File: src/rtl/video_timing_pkg.sv
// Raster timing for 640x480@60, shared by the timing generator and the decoder,
// plus the lock state encoding used by the decoder.
package video_timing_pkg;

  localparam int H_ACTIVE      = 640;
  localparam int H_FRONT_PORCH = 16;
  localparam int H_SYNC        = 96;
  localparam int H_BACK_PORCH  = 48;
  localparam int H_TOTAL       = H_ACTIVE + H_FRONT_PORCH + H_SYNC + H_BACK_PORCH;
  localparam bit H_SYNC_POL    = 1'b0;

  localparam int V_ACTIVE      = 480;
  localparam int V_FRONT_PORCH = 10;
  localparam int V_SYNC        = 2;
  localparam int V_BACK_PORCH  = 33;
  localparam int V_TOTAL       = V_ACTIVE + V_FRONT_PORCH + V_SYNC + V_BACK_PORCH;
  localparam bit V_SYNC_POL    = 1'b0;

  typedef enum logic [1:0] {
    SEARCH = 2'd0,
    CHECK  = 2'd1,
    LOCKED = 2'd2
  } lock_state_t;

endpackage

File: src/rtl/video_timing_decoder_sync_edge_detector.sv
// Registers one sync input, compares it against the sync polarity and emits a
// one-ce pulse on the leading edge of the active level.
module sync_edge_detector #(
  parameter bit POLARITY = 1'b0
) (
  input  logic clk,
  input  logic rst_n,
  input  logic ce,
  input  logic level,
  output logic lead
);

  logic level_q;
  logic active;
  logic active_prev;

  // Level register resets to the inactive level so no edge appears after reset.
  always_ff @(posedge clk or negedge rst_n) begin
    if (!rst_n) begin
      level_q     <= ~POLARITY;
      active_prev <= 1'b0;
    end else if (ce) begin
      level_q     <= level;
      active_prev <= active;
    end
  end

  assign active = (level_q == POLARITY);
  assign lead   = active & ~active_prev;

endmodule

File: src/rtl/video_timing_decoder.sv
// Recovers pixel coordinates from an hs/vs/de stream, measures line and frame
// totals and declares lock after LOCK_FRAMES consecutive conforming frames.
module video_timing_decoder
  import video_timing_pkg::*;
#(
  parameter int HOR_TOTAL_PIXELS  = H_TOTAL,
  parameter int HOR_ACTIVE_PIXELS = H_ACTIVE,
  parameter bit HOR_SYNC_POLARITY = H_SYNC_POL,
  parameter int VER_TOTAL_PIXELS  = V_TOTAL,
  parameter int VER_ACTIVE_PIXELS = V_ACTIVE,
  parameter bit VER_SYNC_POLARITY = V_SYNC_POL,
  parameter int LOCK_FRAMES       = 2
) (
  input  logic                                  clk_rgb,
  input  logic                                  rst_n,
  input  logic                                  ce,
  input  logic                                  hs,
  input  logic                                  vs,
  input  logic                                  de,
  output logic [$clog2(HOR_ACTIVE_PIXELS)-1:0]  x,
  output logic [$clog2(VER_ACTIVE_PIXELS)-1:0]  y,
  output logic                                  de_out,
  output logic                                  frame_start,
  output logic                                  locked,
  output logic                                  sync_error,
  output logic [$clog2(HOR_TOTAL_PIXELS):0]     h_total_meas,
  output logic [$clog2(VER_TOTAL_PIXELS):0]     v_total_meas
);

  localparam int XW = $clog2(HOR_ACTIVE_PIXELS);
  localparam int YW = $clog2(VER_ACTIVE_PIXELS);
  localparam int HW = $clog2(HOR_TOTAL_PIXELS) + 1;
  localparam int VW = $clog2(VER_TOTAL_PIXELS) + 1;
  localparam int GW = $clog2(LOCK_FRAMES + 1);

  localparam logic [HW-1:0] H_MAX  = '1;
  localparam logic [HW-1:0] H_EXP  = HW'(HOR_TOTAL_PIXELS);
  localparam logic [VW-1:0] V_MAX  = '1;
  localparam logic [VW-1:0] V_EXP  = VW'(VER_TOTAL_PIXELS);
  localparam logic [XW:0]   X_MAX  = '1;
  localparam logic [XW:0]   X_EXP  = (XW+1)'(HOR_ACTIVE_PIXELS);
  localparam logic [XW:0]   X_LAST = (XW+1)'(HOR_ACTIVE_PIXELS - 1);
  localparam logic [YW:0]   Y_MAX  = '1;
  localparam logic [YW:0]   Y_EXP  = (YW+1)'(VER_ACTIVE_PIXELS);
  localparam logic [YW:0]   Y_LAST = (YW+1)'(VER_ACTIVE_PIXELS - 1);
  localparam logic [GW-1:0] G_LOCK = GW'(LOCK_FRAMES);

  logic          hs_lead, vs_lead;
  logic          de_q, de_prev, de_fall;
  logic [HW-1:0] h_cnt, h_len;
  logic [VW-1:0] v_cnt;
  logic [XW:0]   x_cnt;
  logic [YW:0]   y_cnt;
  logic          bad_flag, line_bad, frame_bad, timeout;
  lock_state_t   state;
  logic [GW-1:0] good_cnt;

  sync_edge_detector #(.POLARITY(HOR_SYNC_POLARITY)) u_hs_edge (
    .clk(clk_rgb), .rst_n(rst_n), .ce(ce), .level(hs), .lead(hs_lead)
  );

  sync_edge_detector #(.POLARITY(VER_SYNC_POLARITY)) u_vs_edge (
    .clk(clk_rgb), .rst_n(rst_n), .ce(ce), .level(vs), .lead(vs_lead)
  );

  assign de_fall   = de_prev & ~de_q;
  assign h_len     = h_cnt + 1'b1;
  assign line_bad  = (hs_lead && (h_len != H_EXP)) || (de_fall && (x_cnt != X_EXP));
  // A line that closes on the same cycle as vs still belongs to the old frame.
  assign frame_bad = bad_flag || line_bad || (v_cnt != V_EXP) || (y_cnt != Y_EXP);
  assign timeout   = (h_cnt == H_MAX) && !hs_lead;

  always_ff @(posedge clk_rgb or negedge rst_n) begin
    if (!rst_n) begin
      de_q         <= 1'b0;
      de_prev      <= 1'b0;
      de_out       <= 1'b0;
      frame_start  <= 1'b0;
      x            <= '0;
      y            <= '0;
      h_cnt        <= '0;
      v_cnt        <= '0;
      x_cnt        <= '0;
      y_cnt        <= '0;
      h_total_meas <= '0;
      v_total_meas <= '0;
      bad_flag     <= 1'b0;
    end else if (ce) begin
      de_q        <= de;
      de_prev     <= de_q;
      de_out      <= de_q;
      frame_start <= vs_lead;
      x           <= XW'((x_cnt > X_LAST) ? X_LAST : x_cnt);
      y           <= YW'((y_cnt > Y_LAST) ? Y_LAST : y_cnt);

      if (hs_lead) begin
        h_total_meas <= h_len;
        h_cnt        <= '0;
      end else if (h_cnt != H_MAX) begin
        h_cnt <= h_len;
      end

      if (vs_lead) begin
        v_total_meas <= v_cnt;
        v_cnt        <= {{(VW-1){1'b0}}, hs_lead};
      end else if (hs_lead && (v_cnt != V_MAX)) begin
        v_cnt <= v_cnt + 1'b1;
      end

      if (!de_q)              x_cnt <= '0;
      else if (x_cnt != X_MAX) x_cnt <= x_cnt + 1'b1;

      if (vs_lead)                            y_cnt <= '0;
      else if (de_fall && (y_cnt != Y_MAX))   y_cnt <= y_cnt + 1'b1;

      if (vs_lead)       bad_flag <= 1'b0;
      else if (line_bad) bad_flag <= 1'b1;
    end
  end

  // state  | meaning
  // SEARCH | no frame reference yet; first vs edge starts a measured frame
  // CHECK  | counting consecutive good frames toward lock
  // LOCKED | timing conforms; a bad frame drops back to CHECK
  always_ff @(posedge clk_rgb or negedge rst_n) begin
    if (!rst_n) begin
      state      <= SEARCH;
      good_cnt   <= '0;
      locked     <= 1'b0;
      sync_error <= 1'b0;
    end else if (ce) begin
      sync_error <= 1'b0;
      if (timeout) begin
        state    <= SEARCH;
        good_cnt <= '0;
        locked   <= 1'b0;
      end else if (vs_lead) begin
        unique case (state)
          SEARCH: begin
            state    <= CHECK;
            good_cnt <= '0;
          end
          CHECK: begin
            if (frame_bad) begin
              good_cnt   <= '0;
              sync_error <= 1'b1;
            end else if ((good_cnt + 1'b1) == G_LOCK) begin
              state    <= LOCKED;
              good_cnt <= G_LOCK;
              locked   <= 1'b1;
            end else begin
              good_cnt <= good_cnt + 1'b1;
            end
          end
          LOCKED: begin
            if (frame_bad) begin
              state      <= CHECK;
              good_cnt   <= '0;
              locked     <= 1'b0;
              sync_error <= 1'b1;
            end
          end
          default: begin
            state    <= SEARCH;
            good_cnt <= '0;
            locked   <= 1'b0;
          end
        endcase
      end
    end
  end

endmodule
File: config.mk
export PLATFORM = sky130hd
export DESIGN_NAME = video_timing_decoder
export DESIGN_NICKNAME = d
export VERILOG_FILES = /design/src/rtl/video_timing_pkg.sv /design/src/rtl/video_timing_decoder_sync_edge_detector.sv /design/src/rtl/video_timing_decoder.sv
export SDC_FILE = /design/constraint.sdc
export NUM_CORES = 1
export LEC_CHECK = 0
export ABC_CLOCK_PERIOD_IN_PS = 6800
export CAP_MARGIN = 10
export CELL_PAD_IN_SITES_DETAIL_PLACEMENT = 0
export CELL_PAD_IN_SITES_GLOBAL_PLACEMENT = 1
export CORE_MARGIN = 2
export CORE_UTILIZATION = 49
export CTS_BUF_LIST = sky130_fd_sc_hd__clkbuf_2 sky130_fd_sc_hd__clkbuf_4 sky130_fd_sc_hd__clkbuf_8
export DETAILED_ROUTE_END_ITERATION = 16
export GPL_TIMING_DRIVEN = 0
export PLACE_DENSITY_LB_ADDON = 0.12
export SYNTH_ARGS = -nofsm -noshare
export SYNTH_HDL_FRONTEND = slang
export SYNTH_SLANG_ARGS = --single-unit
File: constraint.sdc
create_clock -name clk_rgb -period 6.8 [get_ports clk_rgb]
set_input_delay 1.02 -clock clk_rgb [delete_from_list [all_inputs] [get_ports clk_rgb]]
set_output_delay 1.02 -clock clk_rgb [all_outputs]
set_load 0.01 [all_outputs]
After elaboration in Yosys (flattened, before gate mapping)
Index checks and enable logic that the tools add are counted.
Storage, ports and cells
  register bits after elaboration: 98
  input bits: 6
  output and inout bits: 45
  word-level logic and storage cells: 113
Operators by class
  add/sub/neg operators: 5
  magnitude comparators: 2
  equal/unequal tests: 17
  muxes and demuxes: 34
  bitwise gates (word level): 8
  reduce and logical (&&, ||, !) cells: 27
Operator list (number)
  11-bit two-way mux: 6
  11-bit by 1-bit adder with 11-bit output (second input constant): 3
  11-bit by 10-bit != test with 1-bit output (second input constant): 3
  11-bit != test (second input constant): 3
  10-bit two-way mux: 3
  2-bit two-way mux: 10
  2-bit AND reduction: 7
  11-bit equality test (second input constant): 1
  11-bit by 10-bit greater-than comparator with 1-bit output (second input constant): 1
  1-bit two-way mux: 11
  10-bit by 1-bit adder with 10-bit output (second input constant): 1
  10-bit by 9-bit greater-than comparator with 1-bit output (second input constant): 1
  10-bit != test (second input constant): 1
  10-bit by 9-bit != test with 1-bit output (second input constant): 1
  2-bit nonzero test: 5
  9-bit two-way mux: 1
  3-bit != test (second input constant): 3
  2-bit case mux with 3 select lines: 1
  6-bit AND reduction: 1
  1-bit logical AND: 5
  1-bit inverter: 5
  5-bit AND reduction: 1
  2-bit equality test (second input constant): 2
  1-bit logical OR: 4
  other kinds (11): 13

Depth between registers and ports, before layout
Gate-level depths: netlist of the first run.
  word-level depth: 11
  gate-level depth with buffers: 9
  mapped depth without buffers: 8

By module
A second synthesis of the first run with hierarchy kept.
Unflattened totals
  cells, all modules: 509
  area total of the unflattened synthesis: 4902.2 µm²
By module, submodules not included
  video_timing_decoder: instances 1, cells an instance 497, area an instance 4734.5 µm², seq. area each 2352.3 µm²
  sync_edge_detector: instances 2, cells an instance 6, area an instance 83.8 µm², seq. area each 51.3 µm²

Least setup slack after synthesis of the first run
No wires, ideal clock.
  path type: input port to flip-flop
  start point: in ce
  end point: reg v_cnt[8]
  setup time: 0.132 ns
  data arrival time: 2.516 ns
  data required time: 6.668 ns
  path slack: 4.152 ns
  cell stages on the path: 7
  buffers on the path: 0
  cells stage by stage: or3b_2 -> a41oi_1 -> or2_2 -> nand4_1 -> nor3_1 -> xnor2_1 -> nor2_1
On the way
  word-level cells in the longest chain between the ends: 1
RTL lines
  start: declaration: line video_timing_decoder.sv:16  | input logic ce,
  2-bit AND reduction (no source line)
  end signal: assignment: line video_timing_decoder.sv:105  | v_cnt <= {{(VW-1){1'b0}}, hs_lead};
  end signal: assignment: line video_timing_decoder.sv:107  | v_cnt <= v_cnt + 1'b1;
  end: declaration: line video_timing_decoder.sv:51  | logic [VW-1:0] v_cnt;
No other way between the ends.
A chain may end at the register's enable or synchronous reset.

Final worst setup path of the first run
Ends and elaborated chain as after synthesis.

==> reports/qor.csv, run 1 <==
stage;metric;value;unit
run_status;status;finished, final reports clean;
synthesis;area leader, netlist;dfrtp_1;
critical_path;crit-path cells;clkdlybuf4s50_1, or3b_2, a41oi_1, or2_2, nand4_1, nor3_1, xnor2_1, nor2_1;
timing;skew final;0.0148;ns
place;placed cells;672;
synthesis;Synth Area in Compound Gates;14.5;%
place;placed wire-length estimate;7170;µm
drt;via count;3698;
clock_network;clk sinks;98;
timing;Setup TNS Final;0;ns
synthesis;Yosys reg bits;98;
critical_path;WS Path Type;in2reg;
synthesis;EDFF count, synth;0;
clock_network;cts bufs inserted;9;
synthesis;number of distinct library cells after synthesis;52;
die;Die Area;10500;µm²
critical_path;CP peak stage delay;0.56;ns
clock_network;clk buf depth;2;
global_routing;number of global-route vias before repair;3574;
timing;RSZ-0062 raised after global routing;false;
critical_path;CP max FO;5;
die;Initial Utilization;50.8;%
final_layout;# nets final;572;
synthesis;ranking of synthesized cells by area;dfrtp_1 (51%), o21ai_0 (6.2%), nand2_1 (4.9%);
drt;WL final;10300;µm
pwr;Max IR drop VDD;0.000111;V
place;RePlAce Congestion;0.885;
drt;initial DRC count;146;
global_routing;antenna violations before repair;0;
synthesis;xor-xnor portion of the synthesized cell area;3.69;%
drt;Pre-antenna DRT Iters;4;
synthesis;Avg Inst Size Synth;9.64;µm²
global_routing;first-pass GRT wire length;17600;µm
synthesis;Mapped Nets;510;
timing;Relative slew margins;48.5;%
critical_path;CP Data Arrival Time;3.36;ns
clock_network;postcts setup bufs;0;
global_routing;pin count of the biggest net entering global routing;66;
die;Core Area;9330;µm²
drt;drt wl/cell;15.0;µm
drt;DRC;0;
clock_network;# H-tree levels;3;
critical_path;WP data required;7.06;ns
critical_path;CP Capture Type;flip-flop;
place;Placed Area;5430;µm²
synthesis;Post-synth ARST share;100;%
global_routing;gr usage total;21.3;%
clock_network;clock-pin slew on the worst setup and hold paths;0.10;ns
synthesis;Adder-Cell Fraction of Synth Area;3.17;%
synthesis;share of the synthesized area in the top cell type;50.7;%
final_layout;area grow syn2layout;18.4;%
critical_path;Worst Setup Start Kind;input port;
synthesis;sequential area share after synthesis;51.8;%
clock_network;Clk Latency, worst-skew pair;0.38;ns
synthesis;largest family of logic cells by synthesized area;simple AND/OR/NAND/NOR gates;
timing;Period minus WS final;3.10;ns
pwr;pwr dens;251;nW/µm²
final_layout;layout cell share with drive strength beyond 1;8.05;%
drt;vias per cell;5.38;
synthesis;fraction of the mapped netlist area in simple logic gates;21.0;%
timing;Final Cycle Share;45.6;%
die;IO Count;51;
final_layout;Post-Layout Cell Count;688;
synthesis;Yosys warning total;0;
die;die height;102;µm
synthesis;post-synthesis instance total;492;
die;Die X;102;µm
place;PortBufs;50;
hold_path;worst hold path class;reg2reg;
timing;Slew @ Worst Pin;0.765;ns
drt;ANT nets after route;0;
run;max_cap viols;0;
die;FP Rows;35;
clock_network;post-CTS sizing;0;
timing;Slew Viols, Final;0;
global_routing;grt total ovfl;0;
final_layout;antenna diode count;0;
critical_path;slowest CP cell;clkdlybuf4s50_1;
clock_network;root buffer cell;clkbuf_8;
timing;Final setup viols;0;
final_layout;Design Area, Final;5610;µm²
synthesis;dominant synthesized flop cell;dfrtp_1;
timing;Max Fclk;323;MHz
timing;Fin. Hold Viols;0;
pwr;Pleak;2.40;nW
synthesis;Netlist Area Pre-Place;4740;µm²
clock_network;CTS tree;yes;
clock_network;hold buffer count at cts;0;
synthesis;post-synthesis mux area share;1.43;%
## state kept, by name (all words and copies together), names as in the netlist, 2 cells and up
register	cells
x	10
y	9
v_cnt	11
y_cnt	10
h_cnt	11
v_total_meas	11
state	2
good_cnt	2
x_cnt	11
h_total_meas	11
## report_power, final
group,leakage [nW],internal [mW],switching (mW)
Clock,0.0941,0.148,0.222
Combinational,1.01,0.154,0.162
Sequential,1.30,0.656,0.0681
## cell usage in the layout, fill, tap and decap left out, drive strengths merged, types with 2 or more instances in the layout
master,instances
ha,12
xor2,8
nand2,63
inv,26
and2,4
nor2b,2
nand3,20
or3,7
o31ai,6
dfrtp,96
nor4,2
and4,3
nand3b,4
o41ai,2
a21oi,17
nor4b,3
o2bb2ai,2
xnor2,12
nand2b,2
o21ai,61
o22a,12
dfstp,2
clkbuf,26
buf,5
or2,3
nand4b,2
nand4,16
mux2,6
clkdlybuf4s50,49
a41oi,2
o21a,2
and3,6
nor3,8
a21o,2
nor2,55
## synthesized netlist by cell type (all sizes together), types with 2 or more instances
library cell  instances
buf                   3
nor4                  2
o21a                  2
o2bb2ai               2
nor2b                 2
nand3                20
or3                   7
nor2                 55
o21ai                61
a41oi                 2
a21oi                17
dfstp                 2
o41ai                 2
dfrtp                96
nor3                  8
nand4b                2
nor4b                 3
ha                   12
o22a                 12
nand2b                2
a21o                  2
inv                  22
xnor2                12
nand2                63
nand4                16
xor2                  8
clkbuf               16
or2                   3
and4                  3
nand3b                4
and2                  4
mux2                  6
o31ai                 6
and3                  6
## worst max-delay path, delay by kind of cell
family | cells | cell delay [ns]
buf+inv | 1 | 0.56
xor+xnor | 1 | 0.14
simple gates | 5 | 1.25
compound gates | 1 | 0.38
## kinds of logic after synthesis
kind of cell / count (synthesis)
AO/OA/AOI/OAI: 112
buffers and inverters: 41
AND/OR/NAND/NOR: 203
adder cells (fa/ha/maj): 12
flip-flops: 98
multiplexers: 6
XOR/XNOR: 20
## per-layer routing
layer / wire [µm] / global-route usage (%) / up-vias
li1: - / - / 1847
met1: 5390 / 32.9 / 1770
met2: 4410 / 31.0 / 72
met3: 350 / 2.33 / 9
met4: 142 / 8.10 / 0
met5: 0 / 0 / -
## path summary, 6_finish.rpt
path | from | end | slack [ns] | cells past startpoint
worst max register to register | h_cnt[0]$_DFFE_PN0P_ | h_cnt[3]$_DFFE_PN0P_ | 3.96 | 8
min in group asynchronous | rst_n | v_total_meas[6]$_DFFE_PN0P_ | 0.58 | 1
max in group asynchronous | rst_n | u_vs_edge.level_q$_DFFE_PN1P_ | 5.51 | 2
worst min register to register | v_total_meas[3]$_DFFE_PN0P_ | v_total_meas[3]$_DFFE_PN0P_ | 0.48 | 2
worst min-delay path | v_total_meas[3]$_DFFE_PN0P_ | v_total_meas[3]$_DFFE_PN0P_ | 0.48 | 2
worst max-delay path | ce | v_cnt[8]$_DFFE_PN0P_ | 3.70 | 8
## layout make-up
cell class / instances / area [µm²]
multi-input cells: 353 / 2080
clock buffers: 10 / 138
flip-flops and latches: 98 / 2450
plain buffers: 19 / 124
fillers: 852 / 3710
repair buffers: 51 / 526
inverters: 22 / 82.6
clock inverters: 6 / 47.5
well taps: 129 / 161
## through the flow
stage | worst slack, ns | hold WS, ns | util [%] | total power, mW
2_1_floorplan | 4.15 | 0.458 | - | 0.908
3_3_place_gp | 1.09 | 0.458 | 57.9 | 1.04
3_5_place_dp | 3.30 | 0.462 | 58.2 | 1.05
4_1_cts | 3.71 | 0.487 | 60.2 | 1.42
5_1_grt | 3.56 | 0.500 | 60.2 | 1.49
6_report | 3.70 | 0.480 | 60.2 | 1.41
Power figures use the tool's default switching activity.
==> run 2, diff against run 1 <==
--- a/config.mk
+++ b/config.mk
@@ -5,12 +5,12 @@
 export SDC_FILE = /design/constraint.sdc
 export NUM_CORES = 1
 export LEC_CHECK = 0
-export ABC_CLOCK_PERIOD_IN_PS = 6800
+export ABC_CLOCK_PERIOD_IN_PS = 2800
 export CAP_MARGIN = 10
 export CELL_PAD_IN_SITES_DETAIL_PLACEMENT = 0
 export CELL_PAD_IN_SITES_GLOBAL_PLACEMENT = 1
 export CORE_MARGIN = 2
-export CORE_UTILIZATION = 49
+export CORE_UTILIZATION = 41
 export CTS_BUF_LIST = sky130_fd_sc_hd__clkbuf_2 sky130_fd_sc_hd__clkbuf_4 sky130_fd_sc_hd__clkbuf_8
 export DETAILED_ROUTE_END_ITERATION = 16
 export GPL_TIMING_DRIVEN = 0
==> constraint.sdc (replaced) <==
create_clock -name clk_rgb -period 2.8 [get_ports clk_rgb]
set_input_delay 0.42 -clock clk_rgb [delete_from_list [all_inputs] [get_ports clk_rgb]]
set_output_delay 0.42 -clock clk_rgb [all_outputs]
set_load 0.01 [all_outputs]
==> run 2 against run 1 <==
Critical path depth did not move. Clock power rose to 2.8 times the previous value. Cell count rose by 2.0%. Largest power group unchanged. Critical path type is now reg2reg. Clock skew fell by 0.0081 ns. First-iteration DRC count rose by 11%.
==> reports/qor.csv, run 2 (synthesis gave the netlist of run 1 again) <==
stage;metric;value;unit
global_routing;number of global-route vias before repair;3476;
timing;Slew Viols, Final;0;
critical_path;CP max FO;7;
timing;skew final;0.00664;ns
timing;Hold Slack;0.0563;ns
drt;WL final;10600;µm
global_routing;gr usage total;18.0;%
clock_network;clock-pin slew on the worst setup and hold paths;0.09;ns
global_routing;first-pass GRT wire length;18000;µm
die;Die X;112;µm
drt;via count;3685;
clock_network;clk sinks;98;
die;die height;112;µm
critical_path;crit path from;h_cnt[0]$_DFFE_PN0P_;
die;IO Count;51;
clock_network;cts bufs inserted;9;
drt;DRC;0;
final_layout;Layout Utilization;50.1;%
timing;Max Fclk;385;MHz
timing;Final Cycle Share;92.8;%
critical_path;CP peak stage delay;0.46;ns
critical_path;CP top delay family;compound AO/OA/AOI/OAI gates;
clock_network;clk buf depth;2;
critical_path;WS Path Type;reg2reg;
drt;initial DRC count;162;
run;max_cap viols;0;
drt;drt wl/cell;15.1;µm
timing;Relative slew margins;57.0;%
final_layout;Post-Layout Cell Count;702;
critical_path;crit-path cells;ha_2, nand2_1, or3_2, a221oi_2, o2111ai_4, o21ai_2, nand2_2, mux2_1;
global_routing;pin count of the biggest net entering global routing;52;
critical_path;slowest CP cell;or3_2;
global_routing;met1 usage;28.0;%
global_routing;met3 Track Usage GR;2.83;%
clock_network;# H-tree levels;3;
clock_network;Clk Latency, worst-skew pair;0.38;ns
die;Die Area;12400;µm²
clock_network;hold buffer count at cts;0;
critical_path;CP Capture Type;flip-flop;
run_status;status;finished, final reports clean;
global_routing;met2 GRT Util;24.8;%
hold_path;worst hold path class;in2async;
die;FP Rows;39;
timing;Period minus WS final;2.60;ns
critical_path;WP data required;3.06;ns
timing;Fin. Hold Viols;0;
global_routing;busiest grt layer;met1;
critical_path;WP buf/inv;0;
final_layout;antenna diode count;0;
global_routing;grt total ovfl;0;
drt;ANT nets after route;0;
final_layout;# nets final;572;
place;placed wire-length estimate;7370;µm
pwr;Max IR drop VDD;0.000300;V
final_layout;most common cell after layout, fill and taps aside;dfrtp_1;
global_routing;antenna violations before repair;0;
critical_path;Worst Setup Start Kind;flip-flop;
place;RePlAce Congestion;0.815;
drt;Pre-antenna DRT Iters;4;
critical_path;reg2reg start;h_cnt[0]$_DFFE_PN0P_;
final_layout;most frequent cells in the layout;dfrtp_1 (96), nand2_1 (62), o21ai_0 (59), nor2_1 (55), clkdlybuf4s50_1 (49);
die;Initial Utilization;41.7;%
clock_network;root buffer cell;clkbuf_8;
die;Core Area;11400;µm²
timing;Final setup viols;0;
clock_network;postcts setup bufs;0;
pwr;pwr dens;622;nW/µm²
timing;Slew @ Worst Pin;0.642;ns
pwr;Pleak;2.44;nW
drt;vias per cell;5.25;
clock_network;CTS tree;yes;
final_layout;area grow syn2layout;20.3;%
place;PortBufs;50;
place;placed cells;686;
critical_path;CP Data Arrival Time;2.86;ns
final_layout;layout cell share with drive strength beyond 1;8.94;%
-- run 2: final timing paths --
kind | end | slack [ns] | depth (start not counted)
min | v_total_meas[7]$_DFFE_PN0P_ | 0.06 | 1
min reg2reg | v_total_meas[6]$_DFFE_PN0P_ | 0.48 | 2
max in group asynchronous | x_cnt[5]$_DFFE_PN0P_ | 2.08 | 2
min in group clk_rgb | v_total_meas[6]$_DFFE_PN0P_ | 0.48 | 2
max reg2reg | good_cnt[1]$_DFFE_PN0P_ | 0.20 | 8
max | good_cnt[1]$_DFFE_PN0P_ | 0.20 | 8
-- run 2: layout make-up --
| type | instances | area [µm²] |
|---|---|---|
| plain buffers | 19 | 125 |
| clock buffers | 10 | 138 |
| clock inverters | 6 | 80.1 |
| fillers | 1112 | 5670 |
| inverters | 22 | 82.6 |
| multi-input cells | 353 | 2120 |
| flip-flops and latches | 98 | 2450 |
| well taps | 143 | 179 |
| repair buffers | 51 | 526 |
-- run 2: power by group --
part | switching (mW) | leakage, nW | total, mW | internal, mW
combinational | 0.391 | 1.03 | 0.766 | 0.375
clock | 0.503 | 0.116 | 1.02 | 0.522
sequential | 0.165 | 1.30 | 1.76 | 1.59
-- run 2: repair_timing --
action                                 in CTS  in global routing
pin swaps                                   0                  1
cloned                                      0                  0
gates resized for setup                     1                  7
endpoints found under the hold margin       0                  0
setup endpoints to repair                  11                 17
-- run 2: routing by layer --
layer / up-vias / part of all wire, % / routed length (µm)
met1: 1764 / 53 / 5630
met4: 0 / 1.9 / 198
met2: 59 / 42 / 4450
met3: 12 / 2.9 / 309
met5: - / 0 / 0
li1: 1850 / - / -
-- run 2: stage by stage --
step / TNS (ns) / instance area, µm² / setup WS, ns / power, mW
2_1_floorplan: 0 / 4740 / 0.507 / 2.21
3_3_place_gp: -239.28 / 5420 / -2.47 / 2.54
3_5_place_dp: -0.779 / 5450 / -0.142 / 2.55
4_1_cts: 0 / 5670 / 0.124 / 3.59
5_1_grt: -0.00798 / 5700 / -0.00798 / 3.78
6_report: 0 / 5700 / 0.201 / 3.55
